==> src/rtl/ex_mem_pkg.sv <==
// Shared types for the EX->MEM elastic stage: occupancy states, default payload
// layout and a helper that sizes the packed payload for any datapath width.
package ex_mem_pkg;

  localparam int DEF_DATA_LEN = 32;
  localparam int DEF_ADDR_LEN = 4;

  typedef enum logic [1:0] {
    EMPTY = 2'd0,
    ONE   = 2'd1,
    FULL  = 2'd2
  } state_e;

  // Field order here is the bit order used when the top packs its inputs.
  typedef struct packed {
    logic                    wb_en;
    logic                    mem_r_en;
    logic                    mem_w_en;
    logic [DEF_DATA_LEN-1:0] alu_res;
    logic [DEF_DATA_LEN-1:0] val_rm;
    logic [DEF_ADDR_LEN-1:0] dest;
    logic                    n_stat;
  } payload_t;

  function automatic int payload_w(input int data_len, input int addr_len);
    return 3 + 2 * data_len + addr_len + 1;
  endfunction

  localparam int PAYLOAD_W = payload_w(DEF_DATA_LEN, DEF_ADDR_LEN);

endpackage

==> src/rtl/ex_mem_skid_buffer.sv <==
// Generic valid/ready buffer: two slots with a registered in_ready when
// EX_MEM_SKID_EN is defined, otherwise a single slot with pass-through ready.
module skid_buffer
  import ex_mem_pkg::*;
#(
  parameter int WIDTH = 8
) (
  input  logic             clk,
  input  logic             rst,
  input  logic             flush,
  input  logic             in_valid,
  output logic             in_ready,
  input  logic [WIDTH-1:0] in_data,
  output logic             out_valid,
  input  logic             out_ready,
  output logic [WIDTH-1:0] out_data,
  output logic [1:0]       occupancy
);

  state_e           state_q, state_d;
  logic [WIDTH-1:0] main_q, main_d;
  logic             accept;
  logic             pop;

`ifdef EX_MEM_SKID_EN
  logic [WIDTH-1:0] skid_q, skid_d;
  // Ready depends only on the state register, so no path from out_ready.
  assign in_ready = (state_q != FULL) & ~rst;
`else
  assign in_ready = (~out_valid | out_ready) & ~rst;
`endif

  assign out_valid = (state_q != EMPTY);
  assign out_data  = main_q;
  assign occupancy = (state_q == FULL) ? 2'd2 : ((state_q == ONE) ? 2'd1 : 2'd0);
  assign accept    = in_valid & in_ready;
  assign pop       = out_valid & out_ready;

  always_comb begin
    state_d = state_q;
    main_d  = main_q;
`ifdef EX_MEM_SKID_EN
    skid_d  = skid_q;
`endif
    if (flush) begin
      state_d = EMPTY;
    end else begin
      case (state_q)
        EMPTY: begin
          if (accept) begin
            main_d  = in_data;
            state_d = ONE;
          end
        end
        ONE: begin
`ifdef EX_MEM_SKID_EN
          if (accept && pop) begin
            main_d = in_data;
          end else if (accept) begin
            skid_d  = in_data;
            state_d = FULL;
          end else if (pop) begin
            state_d = EMPTY;
          end
`else
          // Accept in ONE implies the head is being popped in the same cycle.
          if (accept) begin
            main_d = in_data;
          end else if (pop) begin
            state_d = EMPTY;
          end
`endif
        end
`ifdef EX_MEM_SKID_EN
        FULL: begin
          if (pop) begin
            main_d  = skid_q;
            state_d = ONE;
          end
        end
`endif
        default: state_d = EMPTY;
      endcase
    end
  end

  always_ff @(posedge clk) begin
    if (rst) begin
      state_q <= EMPTY;
      main_q  <= '0;
`ifdef EX_MEM_SKID_EN
      skid_q  <= '0;
`endif
    end else begin
      state_q <= state_d;
      main_q  <= main_d;
`ifdef EX_MEM_SKID_EN
      skid_q  <= skid_d;
`endif
    end
  end

endmodule

==> src/rtl/ex_mem_pipe_stage.sv <==
// Elastic EX->MEM stage: packs the EX payload into the skid buffer and gates the
// WB/MEM control bits to zero whenever no valid head is presented.
// Optional 2-slot skid behaviour is selected with `define EX_MEM_SKID_EN.
module ex_mem_pipe_stage
  import ex_mem_pkg::*;
#(
  parameter int DATA_LEN             = 32,
  parameter int ADDRESS_LEN_REG_FILE = 4
) (
  input  logic                            clk,
  input  logic                            rst,
  input  logic                            flush,
  input  logic                            in_valid,
  output logic                            in_ready,
  input  logic                            WB_EN_in,
  input  logic                            MEM_R_EN_in,
  input  logic                            MEM_W_EN_in,
  input  logic [DATA_LEN-1:0]             ALU_Res_in,
  input  logic [DATA_LEN-1:0]             Val_Rm_in,
  input  logic [ADDRESS_LEN_REG_FILE-1:0] Dest_in,
  input  logic                            N_stat_in,
  output logic                            out_valid,
  input  logic                            out_ready,
  output logic                            WB_EN,
  output logic                            MEM_R_EN,
  output logic                            MEM_W_EN,
  output logic [DATA_LEN-1:0]             ALU_Res,
  output logic [DATA_LEN-1:0]             Val_Rm,
  output logic [ADDRESS_LEN_REG_FILE-1:0] Dest,
  output logic                            N_stat,
  output logic [1:0]                      occupancy
);

  localparam int W = payload_w(DATA_LEN, ADDRESS_LEN_REG_FILE);

  logic [W-1:0] in_pl;
  logic [W-1:0] out_pl;
  logic [2:0]   ctrl_raw;
  logic [2:0]   ctrl_gated;

  assign in_pl = {WB_EN_in, MEM_R_EN_in, MEM_W_EN_in, ALU_Res_in, Val_Rm_in, Dest_in, N_stat_in};

  skid_buffer #(
    .WIDTH(W)
  ) u_buf (
    .clk      (clk),
    .rst      (rst),
    .flush    (flush),
    .in_valid (in_valid),
    .in_ready (in_ready),
    .in_data  (in_pl),
    .out_valid(out_valid),
    .out_ready(out_ready),
    .out_data (out_pl),
    .occupancy(occupancy)
  );

  assign {ctrl_raw, ALU_Res, Val_Rm, Dest, N_stat} = out_pl;

  // Stale slot contents after a flush must never issue a write or load.
  for (genvar gi = 0; gi < 3; gi++) begin : g_bubble
    assign ctrl_gated[gi] = ctrl_raw[gi] & out_valid;
  end

  assign {WB_EN, MEM_R_EN, MEM_W_EN} = ctrl_gated;

endmodule

==> config.mk <==
export PLATFORM = sky130hd
export DESIGN_NAME = ex_mem_pipe_stage
export DESIGN_NICKNAME = d
export VERILOG_FILES = /design/src/rtl/ex_mem_pkg.sv /design/src/rtl/ex_mem_skid_buffer.sv /design/src/rtl/ex_mem_pipe_stage.sv
export SDC_FILE = /design/constraint.sdc
export NUM_CORES = 1
export LEC_CHECK = 0
export CAP_MARGIN = 20
export CORE_MARGIN = 2
export CORE_UTILIZATION = 44
export DETAILED_ROUTE_END_ITERATION = 7
export PLACE_DENSITY = 0.87
export SYNTH_ARGS = -nofsm -noshare
export SYNTH_HDL_FRONTEND = slang
export SYNTH_HIERARCHICAL = 1
export SYNTH_SLANG_ARGS = --single-unit
==> constraint.sdc <==
create_clock -name clk -period 2.16 [get_ports clk]
set_input_delay 0.432 -clock clk [delete_from_list [all_inputs] [get_ports clk]]
set_output_delay 0.432 -clock clk [all_outputs]
set_load 0.01 [all_outputs]
=== Word level (Yosys, flattened, before mapping) ===
Index checks and enable logic that the tools add are counted.
Widths: inputs -> output; s select.

* Bits in registers: 74
* Output and inout port bits: 76

* Eq/ne operators: 5
* Mux-type cells: 6
* Bitwise operators: 10
* Reductions and logical operators: 6

{| class="wikitable"
|+ Operators by type and width
! cell !! number
|-
| $mux 2 || 4
|-
| $and 1x1->1 || 6
|-
| $reduce_and 3->1 || 2
|-
| $ne 2x1->1 const B || 2
|-
| $pmux 2 s2 || 1
|-
| $reduce_or 2->1 || 2
|-
| $not 1->1 || 3
|-
| $eq 2x1->1 const B || 1
|-
| $eq 2x2->1 const B || 1
|-
| $logic_not 2->1 || 1
|-
| $ne 2x2->1 const B || 1
|-
| $reduce_bool 2->1 || 1
|-
| $mux 1 || 1
|-
| $or 1x1->1 || 1
|}

=== Longest topological paths before layout ===
Gate-level depths: netlist (run 1).

* Depth in word-level cells: 7
* Gate-level depth with buffers: 5
* Mapped depth without buffers: 3

=== Modules after synthesis ===
Netlist (run 1), hierarchy kept.

{| class="wikitable"
|+ Modules (own cells, without submodules)
! module !! instances !! cells an instance !! area each (µm²) !! seq. area each (µm²)
|-
| skid_buffer || 1 || 338 || 3221.8 || 1461.4
|-
| ex_mem_pipe_stage || 1 || 3 || 18.8 || 0.0
|}

=== Worst setup path before layout (run 1) ===
Ideal clock, no wire load.

* Path type: input port to flip-flop
* From: input port in_valid
* To: register u_buf.main_q[0], in the netlist u_buf/out_data[0]
* Setup time: 0.116 ns
* Data arrival time: 1.202 ns
* Setup slack: 0.842 ns
* Cell stages on the path: 5
* Path through: nor3b_2 buf_4 buf_6 buf_6 a31o_2

* Word-level cells in the longest chain between the ends: 2

{| class="wikitable"
|+ RTL lines
! item !! RTL line !! RTL
|-
| start, declared || ex_mem_pipe_stage.sv:13 || <nowiki>input logic in_valid,</nowiki>
|-
| $and 1x1->1 || ex_mem_skid_buffer.sv:36 || <nowiki>assign accept = in_valid & in_ready;</nowiki>
|-
| $reduce_and 3->1 (no source line) || - ||
|-
| end signal, assigned || ex_mem_skid_buffer.sv:96 || <nowiki>main_q <= main_d;</nowiki>
|-
| end, declared || ex_mem_skid_buffer.sv:21 || <nowiki>logic [WIDTH-1:0] main_q, main_d;</nowiki>
|}

No other way between the ends.
A chain may end at the register's enable or synchronous reset.

=== Worst setup path after layout (run 1) ===
* From: input port out_ready
* To: output port in_ready

* Word-level cells in the longest chain between the ends: 2

{| class="wikitable"
|+ RTL lines
! item !! RTL line !! RTL
|-
| start, declared || ex_mem_pipe_stage.sv:23 || <nowiki>input logic out_ready,</nowiki>
|-
| $or 1x1->1 || ex_mem_skid_buffer.sv:30 || <nowiki>assign in_ready = (~out_valid | out_ready) & ~rst;</nowiki>
|-
| $and 1x1->1 || ex_mem_skid_buffer.sv:30 ||
|-
| end, declared || ex_mem_pipe_stage.sv:14 || <nowiki>output logic in_ready,</nowiki>
|}

No other way between the ends.

==> reports/results.md, run 1 <==
### GRT
- sum of overflow across all layers after global routing: 0
- largest net degree at the start of global routing: 89
- global-route wire length before repair: 13100 um
- number of antenna violations at the first check in global routing: 0
- Global Route Usage Sum: 19.54%
- vias in the first global route: 2795

### Synth
- synthesized instance count: 341
- sequential-to-total area share from yosys stat: 45.10%
- area share of the largest cell type after synthesis: 45.10%
- number of nets in the synthesized netlist: 418
- syn_area_per_cell: 9.503 sq um
- count of state elements after synthesis: 73
- area of the mapped netlist: 3241 sq um
- cell type with the highest aggregate area in the netlist: dfxtp_1
- ranking of synthesized cells by area: dfxtp_1 (45%), a31o_2 (17%), nand2b_1 (14%), a21oi_1 (11%), buf_6 (2.8%)
- Netlist cell types: 15
- Yosys warning total: 6

### Drt
- total via count in the routed design: 2917
- number of nets with antenna violations after detailed routing: 0
- DR WL/cell: 14.06 um
- post-detailed-route DRC marker count: 0
- number of optimization iterations in the first detailed-route pass: 4
- vias per std cell: 5.082
- Post-Route WL: 8072 um
- Iter 0 DRT Violations: 94

### Finish
- Non-Filler Cell Area, Final: 4954 sq um
- antenna cells: 0
- most common library cell in the layout ignoring fill and taps: clkdlybuf4s50_1
- core occupancy in the finished layout: 69.03%
- area added between synthesis and finish: 52.86%
- number of nets in the layout: 547
- commonest cells after routing, fill and taps aside: clkdlybuf4s50_1 (150), dfxtp_1 (73), nand2b_1 (72), a21oi_1 (72), a31o_2 (64)
- share of final-layout standard cells stronger than drive strength 1: 19.37%

### Critical path
- most frequent cell on the critical path: clkdlybuf4s50_1
- worst stage delay on the critical path: 0.54 ns
- critical path startpoint category: input port
- required arrival time at the worst endpoint: 1.73 ns
- reg2reg path depth: 4
- kind of critical path: in2out
- maximum fanout encountered on the critical timing path: 2
- critical path data arrival time: 1.60 ns
- critical path's slowest cell: clkdlybuf4s50_1
- ordered cell list for the critical path: clkdlybuf4s50_1, nor2b_1, nor2_1, clkdlybuf4s50_1
- crit end category: primary output
- Buffers & Inverters on Critical Path: 2
- category of cells accounting for the largest share of critical-path delay: buffers and inverters
- total number of cells along the worst setup path: 4

### Power
- Worst IR Drop VDD: 473.8 uV
- power density of the placed cells: 645.3 nW/um^2
- leak pwr: 1.870 nW

### Clock tree
- clock slew at the register clock pins of the worst setup and hold paths: 0.07 ns
- CTS max path bufs: 2
- post-CTS setup buffer count: 0
- Inserted Clock Buffers: 9
- CTS H-tree depth: 3
- hold-fix buffers at CTS: 0
- clock network latency to the later pin of the worst-skew pair: 0.32 ns
- post-CTS sizing: 0
- cell at the root of the clock tree: clkbuf_8
- Clock Sinks: 73
- CTS tree: done

### Placed design
- number of I/O port buffers: 151
- total cell area at the placement stage: 4725 sq um
- final estimated routing congestion in global placement: 0.7884
- HPWL Detailed: 5459 um

### STA
- number of endpoints failing setup at the final stage: 0
- highest achievable clock rate: 492.7 MHz
- total negative setup slack: 0 ns
- minimum clock period after layout: 2.030 ns
- Slew Viols, Final: 0
- RSZ-0062 raised after global routing: false
- final hold violations: 0
- fraction of the cycle the final worst path needs: 93.97%
- Clock Skews: 0.008059 ns

### Floorplanning
- num ports: 153
- die footprint: 8068 sq um
- core outline area: 7176 sq um
- horizontal extent of the die: 89.82 um
- Row Count: 31
- Die Span Y: 89.82 um
- Initial Utilization: 45.16%

### Flow run
- Max Cap Violations: 0

### Run status
- result of the run: complete, no violations

### Min path
- number of cells traversed by the worst hold path: 3
- type of the most critical hold path: reg2reg

path summary, 6_finish.rpt:
kind | start | to | slack [ns]
max reg2reg | u_buf/state_q[0]$_SDFFE_PP0P_ | u_buf/out_data[38]$_SDFFE_PP0P_ | 0.91
min reg2reg | u_buf/out_data[71]$_SDFFE_PP0P_ | u_buf/out_data[71]$_SDFFE_PP0P_ | 0.61
min | u_buf/out_data[71]$_SDFFE_PP0P_ | u_buf/out_data[71]$_SDFFE_PP0P_ | 0.61
max | out_ready | in_ready | 0.13
metrics by stage:
step / power, mW / hold WS, ns / worst slack (ns) / std cells
after floorplan: 1.724 / 0.5088 / 0.8419 / 341
after CTS: 3.242 / 0.6106 / 0.1271 / 574
after global routing: 3.331 / 0.6260 / 0.08427 / 574
final: 3.197 / 0.6084 / 0.1303 / 574
after detailed placement: 2.032 / 0.5943 / 0.1341 / 558
after global placement: 2.018 / 0.5822 / 0.1332 / 558
logic make-up (layout without fill, tap and decap cells):
logic type,count (synthesis),after routing,synth area share (%)
compound gates,144,144,30.58
buf+inv,42,176,8.572
flops,73,73,45.10
other cells,1,1,0.1157
simple gates,81,81,15.64
sequential cells by signal, indices dropped and copies added (netlist names):
register,cells
u_buf/state_q,1
u_buf/out_data,72
layout make-up:
type | instances | area [sq um]
clock inverter | 5 | 77.57
timing repair buffer | 160 | 1624
clock buffer | 11 | 151.4
sequential | 73 | 1461
fill | 568 | 2222
tap | 99 | 123.9
multi-input combinational | 226 | 1515
layer usage:
layer	part of all wire, %	up-vias	routed length, um	GRT usage (%)
li1	-	1471	-	-
met1	43	1327	3497	23.27
met2	48	100	3842	32.95
met3	5.8	19	470	4.862
met4	3.2	0	261	9.615
met5	0	-	0	0
synthesized netlist by cell type:
cell      instances
dfxtp_1          73
nand2b_1         73
a21oi_1          72
a31o_2           64
buf_2            15
buf_4            11
a31o_1            8
buf_6             8
clkbuf_1          8
and2_1            3
nor2_1            2
conb_1            1
nor2b_1           1
nor3_1            1
nor3b_2           1
power breakdown:
group          leakage (nW)  internal [mW]  total [mW]  switching (mW)
sequential            0.598           1.42        1.46          0.0384
combinational          1.16          0.350       0.542           0.192
clock                 0.115          0.710        1.20           0.487
tightest hold or removal path: cells and delay by family, from the launching register on:
family	cells	cell delay [ns]
flip-flops	1	0.32
AND/OR/NAND/NOR	1	0.05
AO/OA/AOI/OAI	2	0.21
Power figures use the tool's default switching activity.
==> run 2, diff against run 1 <==
--- a/config.mk
+++ b/config.mk
@@ -8,6 +8,7 @@
 export CAP_MARGIN = 20
 export CORE_MARGIN = 2
 export CORE_UTILIZATION = 44
+export CTS_CLUSTER_SIZE = 40
 export DETAILED_ROUTE_END_ITERATION = 7
 export PLACE_DENSITY = 0.87
 export SYNTH_ARGS = -nofsm -noshare
==> results of run 2 <==
No change in the layout: final DEF, timing and power equal those of run 1.
